==> src/rtl/game_ctrl.sv <==
// game_ctrl -- game-control stage downstream of the bar environment.
//
// Once per frame tick the bird position and all eight bar descriptors are
// snapshotted, then the bars are checked serially (one per clock) for a
// collision with the bird and for being cleared (bird fully past the bar).
// A final CHECK cycle raises the collision or level-up event and updates
// the level / pause controls fed back into the environment.
//
// Ports:
//   clk                 game clock, all logic on posedge
//   rst_n               synchronous active-low reset
//   start               one-cycle pulse, starts or restarts play
//   frame_tick          one-cycle pulse, once per environment update
//   bird_x, bird_y      bird left / top edge in pixels (10 bit)
//   bar_pos1..bar_pos8  top of opening for bars 0..7 (10 bit)
//   bar_op1..bar_op8    opening height for bars 0..7 (10 bit), 0 = bar absent
//   level               current level, 1..1023
//   pause               1 = environment frozen
//   collision           one-cycle pulse on hit
//   level_up            one-cycle pulse on level completion
//   score               bars cleared since start, saturating at 65535
//   busy                high while scanning or checking

module game_ctrl #(
  parameter int unsigned BAR_X0      = 64,
  parameter int unsigned BAR_PITCH   = 64,
  parameter int unsigned BAR_W       = 20,
  parameter int unsigned BIRD_W      = 16,
  parameter int unsigned BIRD_H      = 16,
  parameter int unsigned LEVEL_END_X = 600
) (
  input  logic        clk,
  input  logic        rst_n,
  input  logic        start,
  input  logic        frame_tick,
  input  logic [9:0]  bird_x,
  input  logic [9:0]  bird_y,
  input  logic [9:0]  bar_pos1,
  input  logic [9:0]  bar_pos2,
  input  logic [9:0]  bar_pos3,
  input  logic [9:0]  bar_pos4,
  input  logic [9:0]  bar_pos5,
  input  logic [9:0]  bar_pos6,
  input  logic [9:0]  bar_pos7,
  input  logic [9:0]  bar_pos8,
  input  logic [9:0]  bar_op1,
  input  logic [9:0]  bar_op2,
  input  logic [9:0]  bar_op3,
  input  logic [9:0]  bar_op4,
  input  logic [9:0]  bar_op5,
  input  logic [9:0]  bar_op6,
  input  logic [9:0]  bar_op7,
  input  logic [9:0]  bar_op8,
  output logic [9:0]  level,
  output logic        pause,
  output logic        collision,
  output logic        level_up,
  output logic [15:0] score,
  output logic        busy
);

  typedef enum logic [2:0] {
    READY,
    WAIT_TICK,
    SCAN,
    CHECK,
    DEAD
  } state_t;

  state_t     state;

  // Frame snapshot: the scan works only on these, so input changes after
  // the tick cannot disturb a scan in progress.
  logic [9:0] bx_q;
  logic [9:0] by_q;
  logic [9:0] pos_q [8];
  logic [9:0] op_q  [8];

  logic [2:0] idx;
  logic [7:0] mask;
  logic       hit;

  // Per-bar geometry for the bar currently addressed by idx. Everything is
  // widened to 11 bits so that bird_x + BIRD_W and pos + op cannot wrap.
  logic [10:0] bar_l;
  logic [10:0] bar_r;
  logic [10:0] bx_w;
  logic [10:0] by_w;
  logic [10:0] p_w;
  logic [10:0] o_w;
  logic        present;
  logic        overlap;
  logic        outside;
  logic        hit_now;
  logic        clear_now;
  logic        level_done;

  always_comb begin
    bar_l      = 11'(BAR_X0 + 32'(idx) * BAR_PITCH);
    bar_r      = bar_l + 11'(BAR_W);
    bx_w       = {1'b0, bx_q};
    by_w       = {1'b0, by_q};
    p_w        = {1'b0, pos_q[idx]};
    o_w        = {1'b0, op_q[idx]};
    present    = (o_w != '0);
    overlap    = (bx_w + 11'(BIRD_W) > bar_l) && (bx_w < bar_r);
    outside    = (by_w < p_w) || (by_w + 11'(BIRD_H) > p_w + o_w);
    hit_now    = present && overlap && outside;
    clear_now  = present && (bx_w >= bar_r) && !mask[idx];
    level_done = (bx_w >= 11'(LEVEL_END_X));
  end

  always_ff @(posedge clk) begin
    if (!rst_n) begin
      state     <= READY;
      level     <= 10'd1;
      pause     <= 1'b1;
      collision <= 1'b0;
      level_up  <= 1'b0;
      score     <= '0;
      busy      <= 1'b0;
      mask      <= '0;
      hit       <= 1'b0;
      idx       <= '0;
      bx_q      <= '0;
      by_q      <= '0;
    end else begin
      // Event outputs are single-cycle pulses unless re-asserted below.
      collision <= 1'b0;
      level_up  <= 1'b0;

      case (state)
        READY: begin
          pause <= 1'b1;
          // A tick arriving together with start is simply dropped.
          if (start) begin
            pause <= 1'b0;
            state <= WAIT_TICK;
          end
        end

        WAIT_TICK: begin
          if (frame_tick) begin
            bx_q     <= bird_x;
            by_q     <= bird_y;
            pos_q[0] <= bar_pos1;
            pos_q[1] <= bar_pos2;
            pos_q[2] <= bar_pos3;
            pos_q[3] <= bar_pos4;
            pos_q[4] <= bar_pos5;
            pos_q[5] <= bar_pos6;
            pos_q[6] <= bar_pos7;
            pos_q[7] <= bar_pos8;
            op_q[0]  <= bar_op1;
            op_q[1]  <= bar_op2;
            op_q[2]  <= bar_op3;
            op_q[3]  <= bar_op4;
            op_q[4]  <= bar_op5;
            op_q[5]  <= bar_op6;
            op_q[6]  <= bar_op7;
            op_q[7]  <= bar_op8;
            hit      <= 1'b0;
            idx      <= '0;
            busy     <= 1'b1;
            state    <= SCAN;
          end
        end

        SCAN: begin
          if (hit_now) begin
            hit <= 1'b1;
          end
          if (clear_now) begin
            mask[idx] <= 1'b1;
            if (score != 16'hFFFF) begin
              score <= score + 16'd1;
            end
          end
          if (idx == 3'd7) begin
            state <= CHECK;
          end else begin
            idx <= idx + 3'd1;
          end
        end

        CHECK: begin
          busy <= 1'b0;
          if (hit) begin
            collision <= 1'b1;
            pause     <= 1'b1;
            state     <= DEAD;
          end else if (level_done) begin
            if (level != 10'h3FF) begin
              level <= level + 10'd1;
            end
            level_up <= 1'b1;
            mask     <= '0;
            state    <= WAIT_TICK;
          end else begin
            state <= WAIT_TICK;
          end
        end

        DEAD: begin
          pause <= 1'b1;
          if (start) begin
            level <= 10'd1;
            score <= '0;
            mask  <= '0;
            pause <= 1'b0;
            state <= WAIT_TICK;
          end
        end

        default: begin
          state <= READY;
        end
      endcase
    end
  end

endmodule

==> config.mk <==
export PLATFORM = sky130hd
export DESIGN_NAME = game_ctrl
export DESIGN_NICKNAME = d
export VERILOG_FILES = /design/src/rtl/game_ctrl.sv
export SDC_FILE = /design/constraint.sdc
export NUM_CORES = 1
export LEC_CHECK = 0
export ABC_AREA = 1
export ABC_CLOCK_PERIOD_IN_PS = 29500
export BUFFER_PORTS_ARGS = -buffer_cell sky130_fd_sc_hd__buf_2
export CORE_MARGIN = 4
export CORE_UTILIZATION = 60
export CTS_CLUSTER_SIZE = 30
export DETAILED_ROUTE_END_ITERATION = 16
export PLACE_DENSITY_LB_ADDON = 0.1
export SLEW_MARGIN = 20
export SYNTH_ARGS = -nofsm -noshare
export SYNTH_HDL_FRONTEND = slang
export SYNTH_SLANG_ARGS = --single-unit
==> constraint.sdc <==
create_clock -name clk -period 29.5 [get_ports clk]
set_clock_uncertainty 0.1 [all_clocks]
set_input_delay 5.9 -clock clk [delete_from_list [all_inputs] [get_ports clk]]
set_output_delay 5.9 -clock clk [all_outputs]
set_load 0.005 [all_outputs]
==> impl_results.md, run 1 <==
* Leakage at 5.731 nW
* Power density cells at 107.5 mW/mm²
* DIE HEIGHT at 143.7 µm
* Routability cong. at 0.9049
* Core area at 0.01802 mm²
* Nets at 1,640
* NetSw at 0.0005729 W
* Largest net degree at the start of global routing at 85
* Final std cells w/o fill at 1,656
* Root Driver: clkbuf_16
* GR Overflow Total at 0
* Net Sw Frac at 0.4130
* Top post-synthesis cells by area: edfxtp_1 (44%), dfxtp_1 (12%), nand2_1 (7.9%), nor2_1 (5.3%), inv_1 (5.1%)
* Synth Net Count at 1,442
* Antenna violations before repair at 0
* Final wirelength at 25.37 mm
* Post-synth top area share at 0.4351
* Endpoints failing hold at 0
* # DRC at 0
* Setup violators final at 0
* Critical path peak fanout at 84
* Slew of the pin with the lowest slew margin at 1.042 ns
* Wire per inst at 15.32 µm
* DP Cell Count at 1,616
* Skew-Pair Late Insertion Delay at 0.52 ns
* Syn_area_per_cell at 9.095 µm²
* #FFs+latches synth at 228
* Slew Limit Fails at 0
* Number of core rows at 49
* Antenna Violating Nets Remaining at 0
* CP required at 29.52 ns
* CTS tree: built
* Cell variety after synth at 45
* Postcts setup bufs at 0
* Antenna diodes at 0
* CTS buffer count at 23
* H-tree lvl count at 1
* Max VDD drop at 0.00009346 V
* Period utilisation layout at 0.2829
* Gate Count Post-Synth at 1,214
* Nature of the critical path startpoint: input port
* Fin crit period at 8.346 ns
* Internal power at 0.0008141 W
* Hold Path Class: flip-flop to flip-flop
* Drt via density at 5.324
* Setup CP Type: input port to flip-flop
* # IOs at 214
* Initial DRC count at 529
* Vias after detailed routing at 8,817
* Combinational Power Share at 0.472
* Relative slew slack at 0.3056
* Ys async rst share at 0
* Layout cell share with drive strength beyond 1 at 0.1885
* TritonRoute pass-1 iters at 5
* Post-Syn Area at 0.01104 mm²
* Reg power frac at 0.328
* Gr usage total at 0.2411
* First-pass GRT wire length at 39.65 mm
* Dpl hpwl at 17.55 mm
* Die W at 143.7 µm
* Port bufs at 213
* Sink Count at 228
* Top cells by count, synth: nand2_1 (233), edfxtp_1 (160), nor2_1 (156)
* Final Util at 0.7156
* Post-synth EDFFs at 160
* Max_cap viols at 0
* Area delta synth->final at 16.82%
* Most common cell in the netlist: nand2_1
* Initial Utilization at 0.6126
* Yosys warns at 0
* CTS clk-pin slew, worst paths at 0.06 ns
* Die ar. at 0.02064 mm²
* Post-synth top area cell: edfxtp_1
* Outcome: completed
* Crit end category: flip-flop
* Setup TNS at 0 ns
* Vias in the first global route at 8,277
* Synth Flop Type: edfxtp_1
* Fmax at 119.8 MHz
* CTS resizes at 0
* CTS max path bufs at 3
* RSZ-0062 raised after global routing: false
* Post-CTS Hold Fix Bufs at 0
* Sequential area share after synthesis at 0.5584
* Clock power share at 0.200
* CP Data Arrival Time at 8.37 ns
[area by class of cell]
type	instances	area, µm²
Tap cell	229	286.5
Timing Repair Buffer	218	1104
Multi-Input combinational cell	784	4030
Sequential cell	228	6168
Clock inverter	12	88.84
Clock buffer	28	626.9
Inverter	157	594.3
Fill cell	1406	5126
[final timing paths]
kind	startpoint	slack, ns	cells past startpoint	end
setup reg to reg	flip-flop	24.51	25	hit
hold / removal	busy	0.36	2	busy
setup / recovery	rst_n	21.15	4	op_q[1][5]
hold reg to reg	busy	0.36	2	busy
[cells in the final DEF, fill, tap and decap left out, types with 2 or more instances in the layout]
cell	instances
nand2_1	233
buf_2	213
edfxtp_1	160
nor2_1	155
inv_1	151
o21ai_0	92
nand3_1	68
dfxtp_1	66
a21oi_1	59
ha_1	43
clkbuf_16	24
nor3_1	20
o22ai_1	19
nand4_1	19
xor2_1	14
o21ai_1	13
xnor2_1	8
clkinv_1	7
buf_4	5
o21bai_1	4
a211oi_1	4
nor4_1	4
clkinv_2	4
o21a_1	3
a21o_1	3
inv_6	2
inv_2	2
nand3b_1	2
o2111ai_1	2
nand3_2	2
nand2_4	2
o31ai_1	2
dfxtp_2	2
clkbuf_1	2
[metal layers]
layer	up-vias	global-route usage	part of all wire
met2	271	0.4315	0.50
met5	-	0	0
met4	0	0.05996	0.022
met1	4048	0.3104	0.42
met3	39	0.03461	0.061
li1	4459	-	-
[metrics by stage]
| stage | area [µm²] | setup slack, ns | total power (W) | hold slack [ns] |
|---|---|---|---|---|
| after floorplan | 11040 | 15.44 | 0.0009699 | 0.3300 |
| after global placement | 12180 | 20.69 | 0.001089 | 0.3408 |
| after detailed placement | 12180 | 20.67 | 0.001109 | 0.3552 |
| after CTS | 12900 | 21.20 | 0.001392 | 0.3676 |
| after global routing | 12900 | 20.97 | 0.001518 | 0.4033 |
| final | 12900 | 21.15 | 0.001387 | 0.3647 |
[worst max-delay path: stages]
cell and delay, ns:
buf_2 0.58, clkinv_1 0.73, nor2_4 0.26, buf_4 0.80
[sequential cells by signal, summed over array words and instances, names as in the netlist, 3 cells and up, named ones only]
signal  flops
bx_q       10
by_q       10
idx         3
level      10
mask        8
op_q       80
pos_q      80
score      16
state       3
[power by group through the flow]
stage | clock, W | sequential, W | combinational, W
3_3_place_gp | 0 | 0.000459 | 0.000630
6_report | 0.000277 | 0.000455 | 0.000655
5_1_grt | 0.000297 | 0.000461 | 0.000759
4_1_cts | 0.000282 | 0.000455 | 0.000656
2_1_floorplan | 0 | 0.000462 | 0.000508
3_5_place_dp | 0 | 0.000461 | 0.000649
[kinds of logic after synthesis]
| family | after synthesis | synth area share |
|---|---|---|
| and+or+nand+nor | 513 | 0.1955 |
| DFF | 228 | 0.5584 |
| AOI/OAI and AO/OA | 205 | 0.1008 |
| buffers and inverters | 202 | 0.07728 |
| adders and majority gates | 44 | 0.05054 |
| xor gates and xnor gates | 22 | 0.01745 |
Note: power is estimated with default switching activity, not from simulation.
==> inputs of run 2 (changes only) <==
--- a/config.mk
+++ b/config.mk
@@ -6,10 +6,10 @@
 export NUM_CORES = 1
 export LEC_CHECK = 0
 export ABC_AREA = 1
-export ABC_CLOCK_PERIOD_IN_PS = 29500
+export ABC_CLOCK_PERIOD_IN_PS = 6900
 export BUFFER_PORTS_ARGS = -buffer_cell sky130_fd_sc_hd__buf_2
 export CORE_MARGIN = 4
-export CORE_UTILIZATION = 60
+export CORE_UTILIZATION = 50
 export CTS_CLUSTER_SIZE = 30
 export DETAILED_ROUTE_END_ITERATION = 16
 export PLACE_DENSITY_LB_ADDON = 0.1
==> constraint.sdc (replaced) <==
create_clock -name clk -period 6.9 [get_ports clk]
set_clock_uncertainty 0.1 [all_clocks]
set_input_delay 1.38 -clock clk [delete_from_list [all_inputs] [get_ports clk]]
set_output_delay 1.38 -clock clk [all_outputs]
set_load 0.005 [all_outputs]
==> run 2 against run 1 <==
Net effect: critical path type is now flip-flop to flip-flop; via count fell by 1.7%; cell area rose by 1.6%; cell count rose by 3.4%; sequential share of layout area fell by 0.74 points; first-iteration DRC count fell by 4.7%; wire length rose by 2.6%; utilization fell by 11 points; global-route usage fell by 3.5 points; critical path depth rose by 21; combinational power rose to 4.2 times the previous value; clock power rose to 4.8 times the previous value.
==> impl_results.md, run 2 (synthesized netlist as in run 1, its figures left out) <==
* Root Driver: clkbuf_16
* Max VDD drop at 0.0002499 V
* Multi-input gate area at 0.004030 mm²
* Layout fillers at 1,924
* CP Data Arrival Time at 5.05 ns
* GR Overflow Total at 0
* Power density cells at 465.7 mW/mm²
* Port bufs at 213
* RSZ-0062 raised after global routing: false
* Max_cap viols at 0
* # IOs at 214
* Slew of the pin with the lowest slew margin at 1.014 ns
* Combinational Power Share at 0.451
* Sink Count at 228
* Worst path max stage delay at 0.97 ns
* CTS max path bufs at 3
* Worst R2R End: hit
* TritonRoute pass-1 iters at 5
* Routability cong. at 0.9026
* Most frequent CP cell: nand2_1
* Sequential Area at 0.006168 mm²
* CTS resizes at 0
* H-tree lvl count at 1
* Most frequent cells in the layout: nand2_1 (233), buf_2 (213), edfxtp_1 (160)
* Vias in the first global route at 8,230
* Die W at 156.6 µm
* Wire per inst at 15.20 µm
* HP Start: bx_q[0]
* # DRC at 0
* Layout cell share with drive strength beyond 1 at 0.1926
* CTS clk-pin slew, worst paths at 0.06 ns
* Setup violators final at 0
* CP max stage cell: dfxtp_2
* Post-CTS Hold Fix Bufs at 0
* Fmax at 210.9 MHz
* Core area at 0.02176 mm²
* Postcts setup bufs at 0
* Hold Path Class: flip-flop to flip-flop
* First-pass GRT wire length at 40.91 mm
* Period utilisation layout at 0.6873
* DIE HEIGHT at 156.6 µm
* Skew-Pair Late Insertion Delay at 0.54 ns
* Area delta synth->final at 18.66%
* Final std cells w/o fill at 1,713
* Final WS setup at 2.158 ns
* Antenna diodes at 0
* CTS tree: built
* Largest net degree at the start of global routing at 81
* DP Cell Count at 1,667
* WHS Endpoint: bx_q[0]
* Commonest non-fill, non-tap cell in the layout: nand2_1
* Initial DRC count at 504
* Drt via density at 5.058
* Die ar. at 0.02453 mm²
* Slew Limit Fails at 0
* Endpoints failing hold at 0
* Reg power frac at 0.330
* Nets at 1,642
* DP Area at 0.01227 mm²
* Final Instance Area at 0.01310 mm²
* Antenna Violating Nets Remaining at 0
* Final Util at 0.6023
* R2R cell count at 25
* NetSw at 0.002503 W
* Internal power at 0.003599 W
* Outcome: completed
* Relative slew slack at 0.3240
* Clock power share at 0.219
* CTS buffer count at 25
* Final wirelength at 26.04 mm
* Antenna violations before repair at 0
* Number of core rows at 54
* Dpl hpwl at 18.60 mm
* Post-place setup slack at 2.131 ns
* Leakage at 5.797 nW
* Vias after detailed routing at 8,665
* Register-to-register setup slack at 2.16 ns
* Nature of the critical path startpoint: flip-flop
* Setup CP Type: flip-flop to flip-flop
* Net Sw Frac at 0.4102
* Worst hold stages at 2
* Fin crit period at 4.742 ns
* Gr usage total at 0.2061
* Initial Utilization at 0.5075
* Critical path peak fanout at 53
* Setup TNS at 0 ns
* Largest regs: op_q x80, pos_q x80, score x16
* CP required at 7.20 ns
* Crit end category: flip-flop
==> run 2: stage by stage <==
stage / hold slack, ns / total power [W]
CTS: 0.3619 / 0.006149
detailed placement: 0.3523 / 0.004791
finish: 0.3569 / 0.006102
global route: 0.3939 / 0.006655
global placement: 0.3421 / 0.004725
floorplan: 0.3300 / 0.004123
==> run 2: final cells by class <==
class / count / area share
inverter: 157 / 0.04536
clock inverter: 18 / 0.01404
multi-input combinational: 784 / 0.3076
clock buffer: 28 / 0.04937
tap: 280 / 0.02674
timing repair buffer: 218 / 0.08613
sequential: 228 / 0.4708
==> run 2: metal layers <==
layer,up-vias,GRT usage,wire length (µm)
met5,-,0,0
met4,0,0.05207,613
met3,43,0.03208,1435
met2,247,0.3357,12130
met1,3910,0.2915,11860
li1,4465,-,-
==> run 2: critical path, delay by kind of cell, from the launching register on <==
kind	cells	cell delay, ns
buf+inv	1	0.44
compound gates	8	1.03
fa+ha+maj	3	0.80
flops	1	0.97
simple gates	13	1.25
==> run 2: worst max-delay path by stage <==
stage	endpoint	slack, ns
finish	hit	2.16
global route	hit	1.46
CTS	hit	2.11
detailed placement	hit	2.13
global placement	hit	2.29
floorplan	op_q[0][0]	0.07
==> run 2: power by group through the flow <==
stage	clock, W	sequential [W]	combinational [W]
4_1_cts	0.00136	0.00202	0.00277
3_5_place_dp	0	0.00204	0.00275
2_1_floorplan	0	0.00195	0.00217
3_3_place_gp	0	0.00204	0.00268
5_1_grt	0.00143	0.00205	0.00318
6_report	0.00134	0.00201	0.00275
==> inputs of run 3 (changes only) <==
--- a/config.mk
+++ b/config.mk
@@ -6,7 +6,7 @@
 export NUM_CORES = 1
 export LEC_CHECK = 0
 export ABC_AREA = 1
-export ABC_CLOCK_PERIOD_IN_PS = 6900
+export ABC_CLOCK_PERIOD_IN_PS = 4000
 export BUFFER_PORTS_ARGS = -buffer_cell sky130_fd_sc_hd__buf_2
 export CORE_MARGIN = 4
 export CORE_UTILIZATION = 50
==> constraint.sdc (replaced) <==
create_clock -name clk -period 4 [get_ports clk]
set_clock_uncertainty 0.1 [all_clocks]
set_input_delay 0.8 -clock clk [delete_from_list [all_inputs] [get_ports clk]]
set_output_delay 0.8 -clock clk [all_outputs]
set_load 0.005 [all_outputs]
==> run 3 against run 2 <==
Net effect: sequential power grew 68%; clock-buffer cell count grew 5; wire length grew 4.1%; non-clock buffer count grew 26; critical endpoint unchanged.
==> impl_results.md, run 3 (synthesized netlist as in run 1, its figures left out) <==
* Final Instance Area at 0.01346 mm²
* Endpoints failing hold at 0
* CP Data Arrival Time at 4.01 ns
* Crit end category: flip-flop
* Area delta synth->final at 21.87%
* Antenna Violating Nets Remaining at 0
* Gr usage total at 0.2096
* Hold Path Class: input port to flip-flop
* Commonest non-fill, non-tap cell in the layout: nand2_1
* Layout cell share with drive strength beyond 1 at 0.2148
* Root Driver: clkbuf_16
* Kind of cell adding the most delay to the critical path: compound AO/OA/AOI/OAI gates
* Hold slack final at 0.3304 ns
* Port bufs at 213
* Relative slew slack at 0.5673
* CTS max path bufs at 3
* Slew Limit Fails at 0
* CTS tree: built
* Outcome: completed
* Wire per inst at 15.61 µm
* CTS buffer count at 25
* Routability cong. at 0.8643
* Final wirelength at 27.11 mm
* H-tree lvl count at 1
* Setup TNS at 0 ns
* Sink Count at 228
* Antenna violations before repair at 0
* Leakage at 5.950 nW
* Initial DRC count at 520
* Layout fillers at 1,850
* Critical path buffer and inverter count at 1
* Number of core rows at 54
* # IOs at 214
* Setup CP Type: flip-flop to flip-flop
* Worst path max stage delay at 0.42 ns
* Core area at 0.02176 mm²
* Vias in the first global route at 8,371
* Dpl hpwl at 19.01 mm
* Critical path peak fanout at 7
* Die ar. at 0.02453 mm²
* Fin crit period at 3.694 ns
* Initial Utilization at 0.5075
* Largest regs: op_q x80, pos_q x80, score x16
* Nets at 1,668
* Slew of the pin with the lowest slew margin at 0.6475 ns
* Most frequent CP cell: nand2_1
* Antenna diodes at 0
* CP max stage cell: dfxtp_4
* Skew-Pair Late Insertion Delay at 0.54 ns
* Die W at 156.6 µm
* Max VDD drop at 0.0004768 V
* CP required at 4.31 ns
* Fmax at 270.7 MHz
* Total Power at 0.01100 W
* Max_cap viols at 0
* GR Overflow Total at 0
* First-pass GRT wire length at 41.78 mm
* TritonRoute pass-1 iters at 5
* Largest net degree at the start of global routing at 118
* Setup violators final at 0
* # DRC at 0
* Post-CTS Hold Fix Bufs at 0
* Sequential Area at 0.006171 mm²
* Period utilisation layout at 0.9236
* CTS clk-pin slew, worst paths at 0.06 ns
* Drt via density at 5.136
* Multi-input gate area at 0.004074 mm²
* DP Area at 0.01239 mm²
* Vias after detailed routing at 8,921
* Nature of the critical path startpoint: flip-flop
* Power density cells at 817.7 mW/mm²
* DIE HEIGHT at 156.6 µm
* Most frequent cells in the layout: nand2_1 (230), buf_2 (213), edfxtp_1 (160)
## run 3: what timing repair did
item | 4_1_cts | 5_1_grt
buffers inserted | 0 | 8
resized for setup | 0 | 27
setup endpoints to repair | 0 | 1
## run 3: area by class of cell
| class | count | share of cell area |
|---|---|---|
| timing repair buffer | 244 | 0.1053 |
| tap | 280 | 0.02603 |
| inverter | 157 | 0.04556 |
| clock buffer | 33 | 0.05253 |
| multi-input combinational | 784 | 0.3027 |
| clock inverter | 11 | 0.009205 |
| sequential | 228 | 0.4586 |
## run 3: report_power, final
group | switching [W] | total (W) | internal [W]
logic | 0.00323 | 0.00532 | 0.00209
clock network | 0.000932 | 0.00231 | 0.00138
registers | 0.000302 | 0.00338 | 0.00307
total | 0.00446 | 0.0110 | 0.00654
## run 3: path summary, 6_finish.rpt
path / start / endpoint / slack, ns / cells after the start
worst max-delay path: flip-flop / hit / 0.31 / 26
worst min-delay path: bar_op5[4] / op_q[4][4] / 0.33 / 1
worst max register to register: flip-flop / hit / 0.31 / 26
worst min register to register: bx_q[1] / bx_q[1] / 0.36 / 2
## run 3: metal layers
metal  vias up  global-route usage  wire, µm
li1       4519                   -         -
met1      4087              0.2929     11800
met2       265              0.3410     12990
met3        50             0.03567      1668
met4         0             0.05702       653
met5         -                   0         0
## run 3: stage by stage
stage | utilization | std cells | setup WS [ns]
after CTS | 0.6077 | 1725 | 0.02620
after global placement | 0.5695 | 1681 | 0.1818
final | 0.6185 | 1737 | 0.3057
after global routing | 0.6185 | 1737 | -0.03169
after floorplan | - | 1214 | -0.05451
after detailed placement | 0.5695 | 1681 | 0.06829
